## src/rtl/expipe_pkg.sv

```systemverilog
// Shared execution-pipeline types: EU count, CDB result payload and arbiter pointer width.
package expipe_pkg;

    localparam int unsigned EU_N           = 6;
    localparam int unsigned XLEN           = 32;
    localparam int unsigned ROB_IDX_LEN    = 4;
    localparam int unsigned EXCEPT_CODE_W  = 5;
    localparam int unsigned EU_LOAD_BUFFER = 0;

    localparam int unsigned CDB_PTR_W = $clog2(EU_N);

    typedef struct packed {
        logic [ROB_IDX_LEN-1:0]   rob_idx;
        logic [XLEN-1:0]          res_value;
        logic                     except_raised;
        logic [EXCEPT_CODE_W-1:0] except_code;
    } cdb_data_t;

endpackage

```

## src/rtl/rr_arbiter.sv

```systemverilog
// Combinational round-robin picker: first set request at or after ptr, wrapping modulo N.
module rr_arbiter #(
    parameter int unsigned N    = 4,
    parameter int unsigned PtrW = $clog2(N)
) (
    input  logic [N-1:0]    req,
    input  logic [PtrW-1:0] ptr,
    output logic [N-1:0]    gnt,
    output logic [PtrW-1:0] idx
);

    int unsigned    cand;
    logic [PtrW-1:0] cand_idx;
    logic           found;

    always_comb begin
        gnt      = '0;
        idx      = '0;
        found    = 1'b0;
        cand     = 0;
        cand_idx = '0;
        for (int unsigned off = 0; off < N; off++) begin
            cand = ptr + off;
            // N need not be a power of 2, so wrap explicitly
            if (cand >= N) cand = cand - N;
            cand_idx = PtrW'(cand);
            if (!found && req[cand_idx]) begin
                gnt[cand_idx] = 1'b1;
                idx           = cand_idx;
                found         = 1'b1;
            end
        end
    end

endmodule

```

## src/rtl/cdb_arbiter.sv

```systemverilog
// Common Data Bus arbiter: round-robin grant among EUs into a single-entry output register.
// Optional LEN5_CDB_LOAD_PRIO_EN gives EU 0 (load buffer) absolute priority.
module cdb_arbiter
    import expipe_pkg::*;
#(
    parameter int unsigned N_EU = EU_N
) (
    input  logic            clk_i,
    input  logic            rst_n_i,
    input  logic            flush_i,
    input  logic [N_EU-1:0] valid_i,
    output logic [N_EU-1:0] ready_o,
    input  cdb_data_t       data_i [N_EU],
    output logic            cdb_valid_o,
    input  logic            cdb_ready_i,
    output cdb_data_t       cdb_data_o
);

    localparam int unsigned PtrW = $clog2(N_EU);

    logic            vld_q;
    cdb_data_t       data_q;
    logic [PtrW-1:0] ptr_q;

    logic [N_EU-1:0] rr_req;
    logic [N_EU-1:0] rr_gnt;
    logic [PtrW-1:0] rr_idx;
    logic [N_EU-1:0] gnt;
    logic [PtrW-1:0] g_idx;
    logic            ptr_upd;
    logic [PtrW-1:0] ptr_nxt;
    logic            load_en;
    logic            accept;
    logic            xfer;

`ifdef LEN5_CDB_LOAD_PRIO_EN
    assign rr_req  = {valid_i[N_EU-1:1], 1'b0};
    assign gnt     = valid_i[EU_LOAD_BUFFER] ? N_EU'(1) : rr_gnt;
    assign g_idx   = valid_i[EU_LOAD_BUFFER] ? PtrW'(EU_LOAD_BUFFER) : rr_idx;
    // load grants bypass the rotation, so they leave the pointer alone
    assign ptr_upd = !valid_i[EU_LOAD_BUFFER];
`else
    assign rr_req  = valid_i;
    assign gnt     = rr_gnt;
    assign g_idx   = rr_idx;
    assign ptr_upd = 1'b1;
`endif

    rr_arbiter #(
        .N    (N_EU),
        .PtrW (PtrW)
    ) u_rr_arbiter (
        .req (rr_req),
        .ptr (ptr_q),
        .gnt (rr_gnt),
        .idx (rr_idx)
    );

    assign load_en = !vld_q || cdb_ready_i;
    assign accept  = load_en && !flush_i && rst_n_i;
    assign ready_o = accept ? gnt : '0;
    assign xfer    = |ready_o;
    assign ptr_nxt = (g_idx == PtrW'(N_EU - 1)) ? '0 : g_idx + PtrW'(1);

    always_ff @(posedge clk_i) begin
        if (!rst_n_i) begin
            vld_q  <= 1'b0;
            ptr_q  <= '0;
            data_q <= '0;
        end else if (flush_i) begin
            vld_q <= 1'b0;
        end else if (xfer) begin
            vld_q  <= 1'b1;
            data_q <= data_i[g_idx];
            if (ptr_upd) ptr_q <= ptr_nxt;
        end else if (cdb_ready_i) begin
            vld_q <= 1'b0;
        end
    end

    assign cdb_valid_o = vld_q;
    assign cdb_data_o  = data_q;

endmodule

```

## config.mk

```make
export PLATFORM = sky130hd
export DESIGN_NAME = cdb_arbiter
export DESIGN_NICKNAME = d
export VERILOG_FILES = /design/src/rtl/expipe_pkg.sv /design/src/rtl/rr_arbiter.sv /design/src/rtl/cdb_arbiter.sv
export SDC_FILE = /design/constraint.sdc
export NUM_CORES = 1
export LEC_CHECK = 0
export BUFFER_PORTS_ARGS = -buffer_cell sky130_fd_sc_hd__buf_2
export CAP_MARGIN = 0
export CORE_ASPECT_RATIO = 1.75
export CORE_UTILIZATION = 30
export DETAILED_ROUTE_END_ITERATION = 10
export GPL_ROUTABILITY_DRIVEN = 0
export PLACE_DENSITY = 0.63
export SLEW_MARGIN = 15
export SYNTH_ARGS = -nofsm -noshare
export SYNTH_HDL_FRONTEND = slang
export SYNTH_SLANG_ARGS = --single-unit
```

## constraint.sdc

```tcl
create_clock -name clk_i -period 6.7 [get_ports clk_i]
set_input_delay 0.67 -clock clk_i [delete_from_list [all_inputs] [get_ports clk_i]]
set_output_delay 0.67 -clock clk_i [all_outputs]
set_load 0.05 [all_outputs]
```

# [Word-level counts from Yosys, hierarchy flattened]
# Cells that the tools add are included.
[op_classes] add_sub_neg=12 magnitude_cmp=19 eq_ne=1 muxes=54 bitwise_logic=8 reduce_logical=25
[ops] op="$bmux 42 s3" count=1
[ops] op="$mux 42" count=2
[ops] op="$mux 6" count=7
[ops] op="$mux 3" count=13
[ops] op="$or 6x6->6" count=5
[ops] op="$lt 3x4->1 const B" count=6
[ops] op="$ge 4x3->1 const B" count=5
[ops] op="$mux 1" count=19
[ops] op="$bmux 1 s3" count=6
[ops] op="$demux 1 s3" count=6
[ops] op="$ge 3x1->1 const B" count=6
[ops] op="$sub 3x3->3 const B" count=6
[ops] op="$logic_and 1x1->1" count=13
[ops] op="$add 3x2->4 const B" count=2
[ops] op="$add 3x3->4 const B" count=2
[ops] op="$logic_not 1->1" count=7
[ops] op="$reduce_or 6->1" count=1
[ops] op="$add 3x1->4 const B" count=1
[ops] op="$ge 4x4->1 const B" count=1
[ops] op="$not 3->4" count=1
[ops] op="$add 3x1->3 const B" count=1
[ops] op="$eq 3x3->1 const B" count=1
[ops] op="$ge 3x3->1 const B" count=1
[ops] op="$not 1->1" count=2
[ops] op="4 further kinds" count=4
[word_totals] regBits=46 inputBits=262 out_inout_bits=49 elab_cells=125

# [Logic depth before layout (Yosys ltp)]
[depth] word_depth=24 ltp_mapped=18 mapped_depth_nobuf=11

# [Modules after synthesis]
# From an unflattened synthesis, not the netlist that was laid out.
[hier_totals] hier_cells=496 hier_area_um2=4615.7
[by_module_without_submodules] mod="cdb_arbiter" instances=1 cells_per_inst=362 area_per_inst_um2=3580.9
[by_module_without_submodules] mod="rr_arbiter" instances=1 cells_per_inst=134 area_per_inst_um2=1034.7

# [Worst setup path after synthesis]
# Ideal clock, no wire load.
[synth_timing] path_kind="reg-to-output" startpoint="register ptr_q[0]" endpoint="output ready_o[1]" arrival_ns=4.480 t_required_ns=6.030 slack_ns=1.550 path_stages_with_launch=15 n_path_buf=4 path_cell_list="dfxtp_1 > buf_6 > buf_2 > inv_1 > clkbuf_1 > ha_1 > clkbuf_1 > and3b_1 > o211ai_1 > o211ai_1 > nor3_4 > nor4b_4 > a221oi_1 > and2_1 > a211oi_1"
[synth_between] elab_chain_len=21 word_cells_on_any_way=92 cone_classes="add/sub: 11; order compare: 18; mux: 42; bitwise: 5; reduce/logical: 16"
[synth_rtl] item="from (decl)" line="cdb_arbiter.sv:23" text="logic [PtrW-1:0] ptr_q;"
[synth_rtl] item="from (signal assigned)" line="cdb_arbiter.sv:75" text="if (ptr_upd) ptr_q <= ptr_nxt;"
[synth_rtl] item="parallel branches: the longest is 19 deep, another holds $add 3x1->4"
[synth_rtl] item="$mux 6 *" line="rr_arbiter.sv:27" text="if (!found && req[cand_idx]) begin"
[synth_rtl] item="$mux 6 *" line="cdb_arbiter.sv:61" text="assign ready_o = accept ? gnt : '0;"
[synth_rtl] item="to (decl)" line="cdb_arbiter.sv:12" text="output logic [N_EU-1:0] ready_o,"
# Every way passes the cells marked *. The select of a mux whose other input is x is not followed.

# [Worst setup path in the final report]
[layout_timing] startpoint="register ptr_q[1]" endpoint="output ready_o[1]"
# Same word-level chain as after synthesis.

==> summary.txt <==
Proportion of layout cells with a drive suffix above 1: 0.379
Slowest cell on crit path: ha_1
Initial Util: 0.308
# Max-Cap Violations: 0
Vias in the first global route: 6,058
Status: completed
DP HPWL: 15,700 um
H-tree depth: 2
Clock Skew: 0.00728 ns
CTS tree: built
CTS clk-pin slew, worst paths: 0.06 ns
Async SR Flop Fraction: 0
Synthesis Warnings: 0
Setup CP Type: flop to output port
Crit path arrival time: 4.51 ns
Fillers: 1,617
Global-route wire length before repair: 31,400 um
Pins Over Slew Limit: 0
Crit-path most repeated cell: o211ai_1
Crit path required time: 6.03 ns
# clock sinks: 46
FP Rows: 60
CTS buffer count: 5
WL/cell: 18.9 um
Cell area after synthesis: 4740 um^2
Critical path's top delay family: simple AND/OR/NAND/NOR gates
Worst skew pair latency: 0.29 ns
CTS Hold Bufs: 0
IO Count: 311
Final setup viols: 0
Max incr delay on CP: 0.70 ns
Area grow syn2layout: 38.5%
Average size of a mapped cell: 7.33 um^2
Period utilization: 0.773
WP buf/inv: 2
First-iteration detailed-routing DRC count: 288
GR Overflow Total: 0
Sequential-to-total area share from yosys stat: 0.194
Worst-Margin Slew: 1.03 ns
Cell Chain, Critical Path: inv_1, ha_1, and3b_1, o211ai_1, o211ai_1, nor3_4, nor4b_4, a221oi_1, and2_1, a211oi_1, buf_2
Vias: 6,322
Drt drc: 0
Pre-antenna DRT Iters: 6
Final ANT Viol Nets: 0
Max Freq: 193 MHz
CP endpoint kind: output port
Setup_tns: 0 ns
Nets: 1,183
Die Y: 168 um
CTS root buffer: clkbuf_16
IO Port Bufs: 310
Largest net degree at the start of global routing: 79
Number of diodes: 0
Yosys reg bits: 46
Final hold vios: 0
Slew margin rel.: 0.315
Die area: 16,300 um^2
HP Class: flop to flop
Synth Instances: 646
Syn Nets: 917
Unique masters post-synth: 64
Ys flop type: dfxtp_1
Max clock buf depth: 2
Initial antenna violation count: 0
Post-CTS Setup Repair Bufs: 0
Die X: 97.0 um
Total core area: 15,400 um^2
Vias/cell: 5.75
Type of origin of the critical path: flop
CTS resizes: 0
Crit-path max FO: 20
Post-layout min period: 5.18 ns
RSZ-0062 raised after global routing: false
Final WL: 20,700 um
EDFF count, synth: 0
GRT Util Overall: 0.238
## cell usage after synthesis, types with 3 or more instances
cell type,count,area share
a211oi_1,14,0.022
a21o_1,4,0.0063
a21oi_1,8,0.0085
a221oi_1,3,0.0055
a311o_1,3,0.0063
a311oi_1,3,0.0055
a31oi_1,45,0.059
a32o_1,42,0.089
a32oi_1,45,0.083
and2_1,4,0.0053
buf_1,3,0.0024
buf_2,28,0.030
buf_4,3,0.0048
buf_6,4,0.0095
clkbuf_1,26,0.021
dfxtp_1,46,0.19
ha_1,9,0.024
inv_1,8,0.0063
mux2i_1,49,0.10
nand2_1,189,0.15
nand2b_1,6,0.0079
nand3_1,8,0.0085
nand4_1,4,0.0053
nor2_1,17,0.013
nor2b_1,3,0.0040
nor3_1,6,0.0063
o211ai_1,4,0.0063
o21ai_0,10,0.011
xnor2_1,5,0.0092
xor2_1,3,0.0055
## worst reg2reg max path: cells and delay by family (launching register included)
| kind | cells | cell delay (ns) |
|---|---|---|
| multiplexers | 3 | 1.10 |
| AO/OA/AOI/OAI | 6 | 2.31 |
| buffers and inverters | 2 | 0.57 |
| flip-flops | 1 | 0.46 |
| adder cells (fa/ha/maj) | 1 | 0.47 |
## sequential cells by signal (all words and copies together), names as in the netlist
register	count
ptr_q	3
cdb_valid_o	1
cdb_data_o	42
## layout make-up
type,instances,area [um^2],share of cell area
repair buffers,323,1720,0.263
flip-flops and latches,46,921,0.140
clock inverters,1,5.00,0.000763
multi-input cells,528,3500,0.534
inverters,8,30.0,0.00458
clock buffers,7,143,0.0217
well taps,186,233,0.0355
## metrics by stage
step                hold slack (ns)  instances  instance area, um^2  utilization  setup WS [ns]
floorplan                     0.660        646                 4740            -           1.55
global placement              0.473       1091                 6410        0.417           1.88
detailed placement            0.477       1091                 6410        0.417           1.78
CTS                           0.493       1099                 6560        0.426           1.56
global route                  0.511       1099                 6560        0.426           1.25
finish                        0.490       1099                 6560        0.426           1.52
## metal layers
| metal | vias to the layer above | GRT usage | routed length, um |
|---|---|---|---|
| met5 | - | 0 | 0 |
| met4 | 0 | 0.127 | 1040 |
| met3 | 66 | 0.0282 | 1220 |
| met2 | 323 | 0.425 | 10600 |
| met1 | 2939 | 0.274 | 7850 |
| li1 | 2994 | - | - |
## worst paths after layout
| check | startpoint | end | slack [ns] | cells after the start |
|---|---|---|---|---|
| setup / recovery | ptr_q[1]$_SDFFE_PN0P_ | ready_o[1] | 1.52 | 11 |
| hold / removal | cdb_data_o[14]$_SDFFE_PN0P_ | cdb_data_o[14]$_SDFFE_PN0P_ | 0.49 | 1 |
| setup reg to reg | ptr_q[2]$_SDFFE_PN0P_ | cdb_data_o[32]$_SDFFE_PN0P_ | 1.69 | 12 |
| hold reg to reg | cdb_data_o[14]$_SDFFE_PN0P_ | cdb_data_o[14]$_SDFFE_PN0P_ | 0.49 | 1 |
## logic make-up (layout without fill, tap and decap cells)
group | Yosys count | count (layout) | synth area share
compound gates | 203 | 203 | 0.343
xor+xnor | 8 | 8 | 0.0148
mux | 54 | 54 | 0.117
simple gates | 254 | 254 | 0.234
flops | 46 | 46 | 0.194
buf+inv | 72 | 339 | 0.0732
fa+ha+maj | 9 | 9 | 0.0238
## cells in the final DEF, fill, tap and decap left out, types with 7 or more instances in the layout
cell,netlist,layout
a211oi_1,14,14
nand3_1,8,8
nor2_1,17,17
ha_1,9,9
a32o_1,42,42
buf_2,28,310
a21oi_1,8,8
mux2i_1,49,49
buf_4,3,7
dfxtp_1,46,46
inv_1,8,8
o21ai_0,10,10
a31oi_1,45,44
a32oi_1,45,45
nand2_1,189,189
Power is left out: the tool's default activity adds up to more than one toggle a clock period on the data nets, which glitch-free logic cannot reach.
